--- src/rtl/reorder_sched_ctrl.sv ---
// Top-level sequencer/arbiter for the image-reordering accelerator.
// Hands the shared hash SRAM to host, hash engine and reorder engine in turn,
// collects the visiting order into a small FIFO and paces the reorder engine.
module reorder_sched_ctrl #(
   parameter int unsigned MAX_IMAGES = 512,
   parameter int unsigned FIFO_DEPTH = 8,
   parameter int unsigned WD_CYCLES  = 65535
) (
   input  logic        clk,
   input  logic        reset,
   input  logic        start,
   input  logic [8:0]  cfg_num_images,
   output logic        busy,
   output logic        done,
   output logic        error,
   input  logic        host_we,
   input  logic [11:0] host_addr,
   input  logic [31:0] host_wdata,
   output logic        hash_start,
   input  logic        hash_done,
   input  logic [11:0] hash_A1,
   input  logic [11:0] hash_A2,
   input  logic        hash_WEB1,
   input  logic        hash_WEB2,
   input  logic [31:0] hash_D1,
   input  logic [31:0] hash_D2,
   output logic        ro_rst,
   output logic        ro_start,
   output logic [8:0]  ro_num_images,
   input  logic [11:0] ro_A1,
   input  logic [11:0] ro_A2,
   input  logic        ro_WEB1,
   input  logic        ro_WEB2,
   input  logic [8:0]  ro_ref_idx,
   input  logic        ro_ref_done,
   input  logic [8:0]  ro_last_image,
   input  logic        ro_finish,
   output logic [11:0] mem_A1,
   output logic [11:0] mem_A2,
   output logic        mem_WEB1,
   output logic        mem_WEB2,
   output logic [31:0] mem_D1,
   output logic [31:0] mem_D2,
   output logic        ord_valid,
   input  logic        ord_ready,
   output logic [8:0]  ord_idx
);

   localparam int unsigned PW = $clog2(FIFO_DEPTH);
   localparam int unsigned CW = PW + 1;
   localparam logic [CW-1:0] L_DEPTH   = CW'(FIFO_DEPTH);
   localparam logic [CW-1:0] L_PAUSE   = CW'(FIFO_DEPTH - 2);
   localparam logic [15:0]   L_WD_LAST = 16'(WD_CYCLES - 1);

   typedef enum logic [2:0] {
      S_IDLE,
      S_INIT,
      S_HASH,
      S_REORDER,
      S_DRAIN
   } state_t;

   state_t         r_state;
   state_t         w_next;
   logic [8:0]     r_count;
   logic [8:0]     r_pushed;
   logic           r_error;
   logic           r_init_cnt;
   logic [15:0]    r_wd;
   logic           r_ref_q;
   logic           r_fin_q;

   logic [8:0]     r_mem [FIFO_DEPTH];
   logic [PW-1:0]  r_wr_ptr;
   logic [PW-1:0]  r_rd_ptr;
   logic [CW-1:0]  r_fifo_count;

   logic           w_cfg_ok;
   logic           w_accept;
   logic           w_bad_cfg;
   logic           w_wd_abort;
   logic           w_wd_hit;
   logic           w_push;
   logic [8:0]     w_push_data;
   logic           w_pop;
   logic           w_full;
   logic           w_wr;
   logic           w_drop;
   logic           w_ref_rise;
   logic           w_fin_rise;

   assign w_cfg_ok   = (cfg_num_images != '0) && (32'(cfg_num_images) <= MAX_IMAGES);
   assign w_wd_hit   = (r_wd == L_WD_LAST);
   // The engine holds its outputs while paused, so sampling every cycle
   // leaves the previous value unchanged across a pause and cannot re-trigger.
   assign w_ref_rise = ro_ref_done & ~r_ref_q;
   assign w_fin_rise = ro_finish & ~r_fin_q;

   assign busy          = (r_state != S_IDLE);
   assign error         = r_error;
   assign ro_rst        = (r_state == S_IDLE) || (r_state == S_INIT);
   assign ro_num_images = r_count;

   assign ord_valid = (r_fifo_count != '0);
   assign ord_idx   = r_mem[r_rd_ptr];
   assign w_pop     = ord_valid && ord_ready;
   assign w_full    = (r_fifo_count == L_DEPTH);
   assign w_wr      = w_push && (!w_full || w_pop);
   assign w_drop    = w_push && w_full && !w_pop;

   // Next-state decode, push selection and per-state control outputs
   always_comb begin
      w_next      = r_state;
      w_accept    = 1'b0;
      w_bad_cfg   = 1'b0;
      w_wd_abort  = 1'b0;
      w_push      = 1'b0;
      w_push_data = '0;
      done        = 1'b0;
      hash_start  = 1'b0;
      ro_start    = 1'b0;
      unique case (r_state)
         S_IDLE: begin
            if (start) begin
               if (w_cfg_ok) begin
                  w_accept = 1'b1;
                  w_next   = S_INIT;
               end else begin
                  w_bad_cfg = 1'b1;
               end
            end
         end
         S_INIT: begin
            if (r_init_cnt) begin
               w_push = 1'b1;
               w_next = (r_count == 9'd1) ? S_DRAIN : S_HASH;
            end
         end
         S_HASH: begin
            hash_start = 1'b1;
            if (hash_done) begin
               w_next = S_REORDER;
            end else if (w_wd_hit) begin
               w_wd_abort = 1'b1;
               w_next     = S_IDLE;
            end
         end
         S_REORDER: begin
            ro_start = (r_fifo_count < L_PAUSE);
            if (w_fin_rise) begin
               w_push      = 1'b1;
               w_push_data = ro_last_image;
            end else if (w_ref_rise && !ro_finish) begin
               w_push      = 1'b1;
               w_push_data = ro_ref_idx;
            end
            if (w_push && ((r_pushed + 9'd1) == r_count)) begin
               w_next = S_DRAIN;
            end else if (!w_push && w_wd_hit) begin
               w_wd_abort = 1'b1;
               w_next     = S_IDLE;
            end
         end
         S_DRAIN: begin
            if (r_fifo_count == '0) begin
               done   = 1'b1;
               w_next = S_IDLE;
            end
         end
         default: w_next = S_IDLE;
      endcase
   end

   // State register, run configuration and sticky error flag
   always_ff @(posedge clk or posedge reset) begin
      if (reset) begin
         r_state    <= S_IDLE;
         r_count    <= '0;
         r_error    <= 1'b0;
         r_init_cnt <= 1'b0;
      end else begin
         r_state    <= w_next;
         r_init_cnt <= (r_state == S_INIT) && !r_init_cnt;
         if (w_accept) begin
            r_count <= cfg_num_images;
         end
         if (w_accept) begin
            r_error <= 1'b0;
         end else if (w_bad_cfg || w_wd_abort || w_drop) begin
            r_error <= 1'b1;
         end
      end
   end

   // Push counter, watchdog and engine handshake edge detectors
   always_ff @(posedge clk or posedge reset) begin
      if (reset) begin
         r_pushed <= '0;
         r_wd     <= '0;
         r_ref_q  <= 1'b0;
         r_fin_q  <= 1'b0;
      end else begin
         r_ref_q <= ro_ref_done;
         r_fin_q <= ro_finish;
         if (w_accept) begin
            r_pushed <= '0;
         end else if (w_push) begin
            r_pushed <= r_pushed + 9'd1;
         end
         if ((w_next != r_state) || w_push) begin
            r_wd <= '0;
         end else if ((r_state == S_HASH) || (r_state == S_REORDER)) begin
            r_wd <= r_wd + 16'd1;
         end else begin
            r_wd <= '0;
         end
      end
   end

   // Order FIFO pointers and occupancy; flushed when a run is accepted
   always_ff @(posedge clk or posedge reset) begin
      if (reset) begin
         r_wr_ptr     <= '0;
         r_rd_ptr     <= '0;
         r_fifo_count <= '0;
      end else if (w_accept) begin
         r_wr_ptr     <= '0;
         r_rd_ptr     <= '0;
         r_fifo_count <= '0;
      end else begin
         if (w_wr) begin
            r_wr_ptr <= r_wr_ptr + PW'(1);
         end
         if (w_pop) begin
            r_rd_ptr <= r_rd_ptr + PW'(1);
         end
         if (w_wr && !w_pop) begin
            r_fifo_count <= r_fifo_count + CW'(1);
         end else if (!w_wr && w_pop) begin
            r_fifo_count <= r_fifo_count - CW'(1);
         end
      end
   end

   // Order FIFO storage
   always_ff @(posedge clk) begin
      if (w_wr) begin
         r_mem[r_wr_ptr] <= w_push_data;
      end
   end

   // SRAM port ownership follows the registered state
   always_comb begin
      mem_A1   = '0;
      mem_A2   = '0;
      mem_WEB1 = 1'b1;
      mem_WEB2 = 1'b1;
      mem_D1   = '0;
      mem_D2   = '0;
      unique case (r_state)
         S_IDLE: begin
            mem_A1   = host_addr;
            mem_WEB1 = ~host_we;
            mem_D1   = host_wdata;
         end
         S_HASH: begin
            mem_A1   = hash_A1;
            mem_A2   = hash_A2;
            mem_WEB1 = hash_WEB1;
            mem_WEB2 = hash_WEB2;
            mem_D1   = hash_D1;
            mem_D2   = hash_D2;
         end
         S_REORDER: begin
            mem_A1   = ro_A1;
            mem_A2   = ro_A2;
            mem_WEB1 = ro_WEB1;
            mem_WEB2 = ro_WEB2;
         end
         default: ;
      endcase
   end

endmodule

--- config.mk ---
export PLATFORM = sky130hd
export DESIGN_NAME = reorder_sched_ctrl
export DESIGN_NICKNAME = d
export VERILOG_FILES = /design/src/rtl/reorder_sched_ctrl.sv
export SDC_FILE = /design/constraint.sdc
export NUM_CORES = 1
export LEC_CHECK = 0
export ABC_AREA = 0
export CORE_MARGIN = 2
export CORE_UTILIZATION = 42
export DETAILED_ROUTE_END_ITERATION = 10
export GPL_ROUTABILITY_DRIVEN = 0
export PLACE_DENSITY = 0.87
export SLEW_MARGIN = 20
export SYNTH_ARGS = -nofsm -noshare
export SYNTH_HDL_FRONTEND = slang
export SYNTH_SLANG_ARGS = --single-unit
--- constraint.sdc ---
create_clock -name clk -period 3.7 [get_ports clk]
set_clock_uncertainty 0.2 [all_clocks]
set_input_delay 0.37 -clock clk [delete_from_list [all_inputs] [get_ports clk]]
set_output_delay 0.37 -clock clk [all_outputs]
set_load 0.03 [all_outputs]
* Word level (Yosys, flattened, before mapping)
Memory sizes are Yosys's and may differ from the RTL's. Index checks and enable logic that the tools add are counted.
Storage, ports and cells: word-level logic and storage cells 119, memory bits (writable) 72, output and inout port bits 115, memories 1, input port bits 195, bits in registers 51
Operators by class: reduce and logical (&&, ||, !) cells 32, muxes and demuxes 54, bitwise logic cells 5, $lt $le $gt $ge 1, add/subtract/negate cells 6, equality and inequality tests 9
Memory list:
- r_mem | depth 8, width 9, read ports 1, clocked after Yosys merged registers in 0, write ports 1, line 73 | logic [8:0] r_mem [FIFO_DEPTH];
Operator list (count):
- 32-bit one-hot mux with 2 select lines | 1
- 9-bit 2-to-1 mux | 5
- 3-bit 2-to-1 mux | 13
- 12-bit one-hot mux with 3 select lines | 1
- 16-bit 2-to-1 mux | 2
- 32-bit 2-to-1 mux | 1
- 12-bit one-hot mux with 2 select lines | 1
- 1-bit 2-to-1 mux | 22
- 16-bit by 1-bit adder with 16-bit output (second input constant) | 1
- 16-bit == test (second input constant) | 1
- 3-bit one-hot mux with 5 select lines | 1
- 4-bit 2-to-1 mux | 3
- 1-bit logical AND | 10
- 9-bit by 1-bit adder with 9-bit output (second input constant) | 1
- 9-bit by 1-bit == test with 1-bit output (second input constant) | 1
- 9-bit == test | 1
- 9-bit nonzero test | 1
- 2-bit nonzero test | 4
- 3-bit by 1-bit adder with 3-bit output (second input constant) | 2
- 3-bit by 2-bit == test with 1-bit output (second input constant) | 2
- 1-bit zero test | 6
- 1-bit logical OR | 6
- 1-bit one-hot mux with 2 select lines | 3
- 3-bit nonzero test | 2
- other kinds (13) | 16

* Longest topological paths before layout
word-level depth 15, depth in mapped cells 11, mapped depth without buffers 10

* Worst setup path after synthesis
No wires, ideal clock.
path kind reg2out, from register r_fifo_count[1], to output port done, cell stages (with the launch flop) 5, setup slack 0.814 ns, data arrival time 2.316 ns, buffers on the path 1, required time 3.130 ns, cells stage by stage dfrtp_1 > or3_4 > or2_1 > buf_2 > nor4b_1
On the way: cells in the longest elaborated chain, start to end 3
Ends and longest elaborated chain:
- start: declaration | line 76 | logic [CW-1:0] r_fifo_count;
- start signal: assignment | line 238 | r_fifo_count <= r_fifo_count + CW'(1);
- start signal: assignment | line 240 | r_fifo_count <= r_fifo_count - CW'(1);
- 4-bit zero test | line 165 | if (r_fifo_count == '0) begin
- 1-bit 2-to-1 mux | line 165
- 1-bit 2-to-1 mux | line 122 | unique case (r_state)
- end: declaration | line 14 | output logic done,
Every way passes these cells.

* Worst setup path after layout
Ends and elaborated chain as after synthesis.

==> impl_metrics.yaml <==
outcome:
  status: "completed"
cts:
  clk_latency_ns: 0.41
  cts_setup_buffers: 0
  clkSinkCount: 123
  clk_pin_slew_ns: 0.06
  cts-resized-gates: 0
  cts_max_level: 4
  root_buffer: "clkbuf_16"
  cts_made_buffers: 17
  cts_tree: "done"
  ctsHoldBuffers: 0
  clk_path_buf_depth: 2
detailed_routing:
  drc: 0
  vias: 6045
  antenna_left: 0
  wire_per_inst_um: 20.8
  dr.pass1.iters: 5
  dr.first_iter.drc_count: 535
  wirelength_um: 23500
  via_per_inst: 5.35
sta:
  slew_headroom_pct: 37.0
  fin_crit_sh_pct: 92.5
  fmax_ghz: 0.292
  rsz0062_at_grt: "no"
  setup_tns_ns: 0
  min_period_ns: 3.42
  tightest_slew_ns: 0.942
  finalHoldViolations: 0
  drv_slew: 0
  setup_viol: 0
power:
  power_density_nw_per_um2: 795
  switching_share_pct: 41.8
  p_sw_uw: 3610
  finalPower_uw: 8650
  p_leak_uw: 0.00422
  p_comb_share_pct: 56.1
  p_seq_share_pct: 22.9
  ir_drop_mv: 0.570
  pwr-share-clk_pct: 21.0
  internal_power_uw: 5040
floorplanning:
  core-area_um2: 15800
  num_io_pins: 310
  initial_utilization_pct: 42.7
  fp.dieW_um: 131
  num_rows: 46
  dieArea_um2: 17100
  die_h_um: 131
yosys:
  ys_seq_area_share_pct: 51.0
  ys_ff_latch: 123
  synth_xor_area_share_pct: 4.16
  synth_top_family_by_area: "simple AND/OR/NAND/NOR gates"
  synth_warnings: 0
  synth_top_flop_cell: "edfxtp_1"
  synthesis.area_um2: 6740
  synth-compound-area-share_pct: 12.3
  muxShareOfSynthArea_pct: 11.4
  avgSynthCellArea_um2: 11.6
  synth_adder_area_share_pct: 1.60
  syn_inst: 581
  synth.distinct_cells: 58
  async_flop_share_pct: 41.5
  synth_nets: 784
  synthSimpleGateAreaFrac_pct: 16.5
  synth-edff-count: 72
global_routing:
  grt_pass1_wl_um: 33300
  grt_pass1_vias: 5935
  antenna_found_initial: 5
  grt_max_degree: 52
  gr-total-overflow: 0
  grt_use_total_pct: 26.8
final_layout:
  layout-drive-gt1-share_pct: 18.1
  stdcell_count: 1130
  nets: 1100
  fill_cells: 1132
  postLayoutCellArea_um2: 10900
  area_delta_synth_final_pct: 61.4
placed_design:
  place_inst: 1094
  place_hpwl_um: 18300
  portBuffers: 309
  dpl-instance-area_um2: 10200
setup_path:
  r2r_slack_ns: 0.60
  cp_max_fo: 6
  crit_arrival_ns: 2.85
  crit_type: "reg2out"
  cp-end-kind: "primary output"
  critPathRequiredTime_ns: 3.13
  critPathLaunchType: "register"
flow_run:
  drv_cap: 0
hold_path:
  hold_class: "in2reg"
[path summary, 6_finish.rpt]
check,startpoint,endpoint,depth (start not counted)
worst max-delay path,r_fifo_count[1],done,4
worst min-delay path,ro_ref_done,r_ref_q,1
worst max register to register,r_state[1],r_fifo_count[3],11
worst min register to register,r_wd[4],r_wd[4],2
max in group asynchronous,reset,r_wd[15],2
min in group asynchronous,reset,r_pushed[5],2
[state kept, by name, indices dropped and copies added (netlist names), 3 cells and up]
signal / cells
r_pushed: 9
r_rd_ptr: 3
r_state: 3
ro_num_images: 9
r_mem: 72
r_fifo_count: 4
r_wr_ptr: 3
r_wd: 16
[cell usage in the layout (no fill, tap or decap), drive strengths merged, types with 2 or more instances in the layout]
cell           instances
a22oi                  9
nand2b                 5
a211oi                 3
mux4                  18
bufinv                 5
edfxtp                72
nor2                  79
dfrtp                 51
xor2                  20
a22o                  44
buf                   77
nand4                  4
diode                  4
and4                   3
and2                  35
mux2                  15
clkinv                 3
o21ai                 18
nor3                  12
a31oi                  4
nor2b                  4
clkdlybuf4s50        256
o2bb2ai                2
clkbuf                19
a21o                   2
or2                    3
clkinvlp               2
o31ai                  5
nor4                   3
ha                     7
nand2                 28
or3                    3
a21oi                 21
nor3b                  2
nand3                 16
inv                   12
mux2i                 18
o22ai                  2
xnor2                 12
and3                  10
[metrics by stage]
stage	setup WS, ns	hold WS (ns)	util (%)
detailed placement	0.379	0.319	64.8
global route	0.139	0.222	69.0
CTS	0.248	0.201	68.9
global placement	0.613	0.316	64.8
floorplan	0.814	0.201	-
finish	0.277	0.220	69.0
[metal layers]
| layer | up-vias | routed length, µm | track usage, % | part of all wire [%] |
|---|---|---|---|---|
| li1 | 2789 | - | - | - |
| met1 | 2926 | 9170 | 32.8 | 39 |
| met2 | 294 | 12100 | 46.6 | 52 |
| met3 | 36 | 1610 | 5.94 | 6.9 |
| met4 | 0 | 588 | 10.5 | 2.5 |
| met5 | - | 0 | 0 | 0 |
[critical path, cell delays in order (launching register included)]
cell	delay [ns]
dfrtp_1	0.44
or3_4	0.44
or2_1	0.34
nor4b_1	0.41
clkdlybuf4s50_1	0.81
[power groups by stage]
stage	combinational, µW	sequential [µW]	clock, µW
CTS	4860	1970	1830
detailed placement	4830	2000	0
global route	5110	2000	1890
finish	4850	1980	1810
floorplan	2870	1980	0
global placement	4750	1980	0
[kinds of logic after synthesis]
logic type | after synthesis
AO/OA/AOI/OAI | 113
flip-flops | 123
XOR/XNOR | 32
multiplexers | 51
adder cells (fa/ha/maj) | 8
AND/OR/NAND/NOR | 209
buffers and inverters | 45
[synthesized netlist by cell type (5+ instances only)]
cell type  number  area (µm²)
a21oi_1        21         105
a22o_1         44         385
a22oi_1         9        67.6
and2_1         35         219
and3_1         10        62.6
buf_2          11        55.1
clkbuf_1       18        67.6
dfrtp_1        51        1280
edfxtp_1       72        2160
ha_1            7        87.6
inv_1           8        30.0
mux2_2         13         146
mux2i_1        17         170
mux4_2         18         405
nand2_1        27         101
nand2b_1        5        31.3
nand3_1        16        80.1
nor2_1         69         259
nor2_2         10        62.6
nor3_1          7        35.0
o21ai_0        17        85.1
o31ai_1         5        37.5
xnor2_1        12         105
xor2_1         20         175
[area by class of cell]
type                       count  area [µm²]  area share, %
clock buffer                  19         433           3.98
tap                          216         270           2.49
sequential                   123        3440           31.6
inverter                       9        35.0          0.322
timing repair buffer         333        3370           30.9
multi-input combinational    413        3110           28.6
antenna                        4        10.0         0.0920
clock inverter                13         213           1.96
Power figures use the tool's default switching activity.
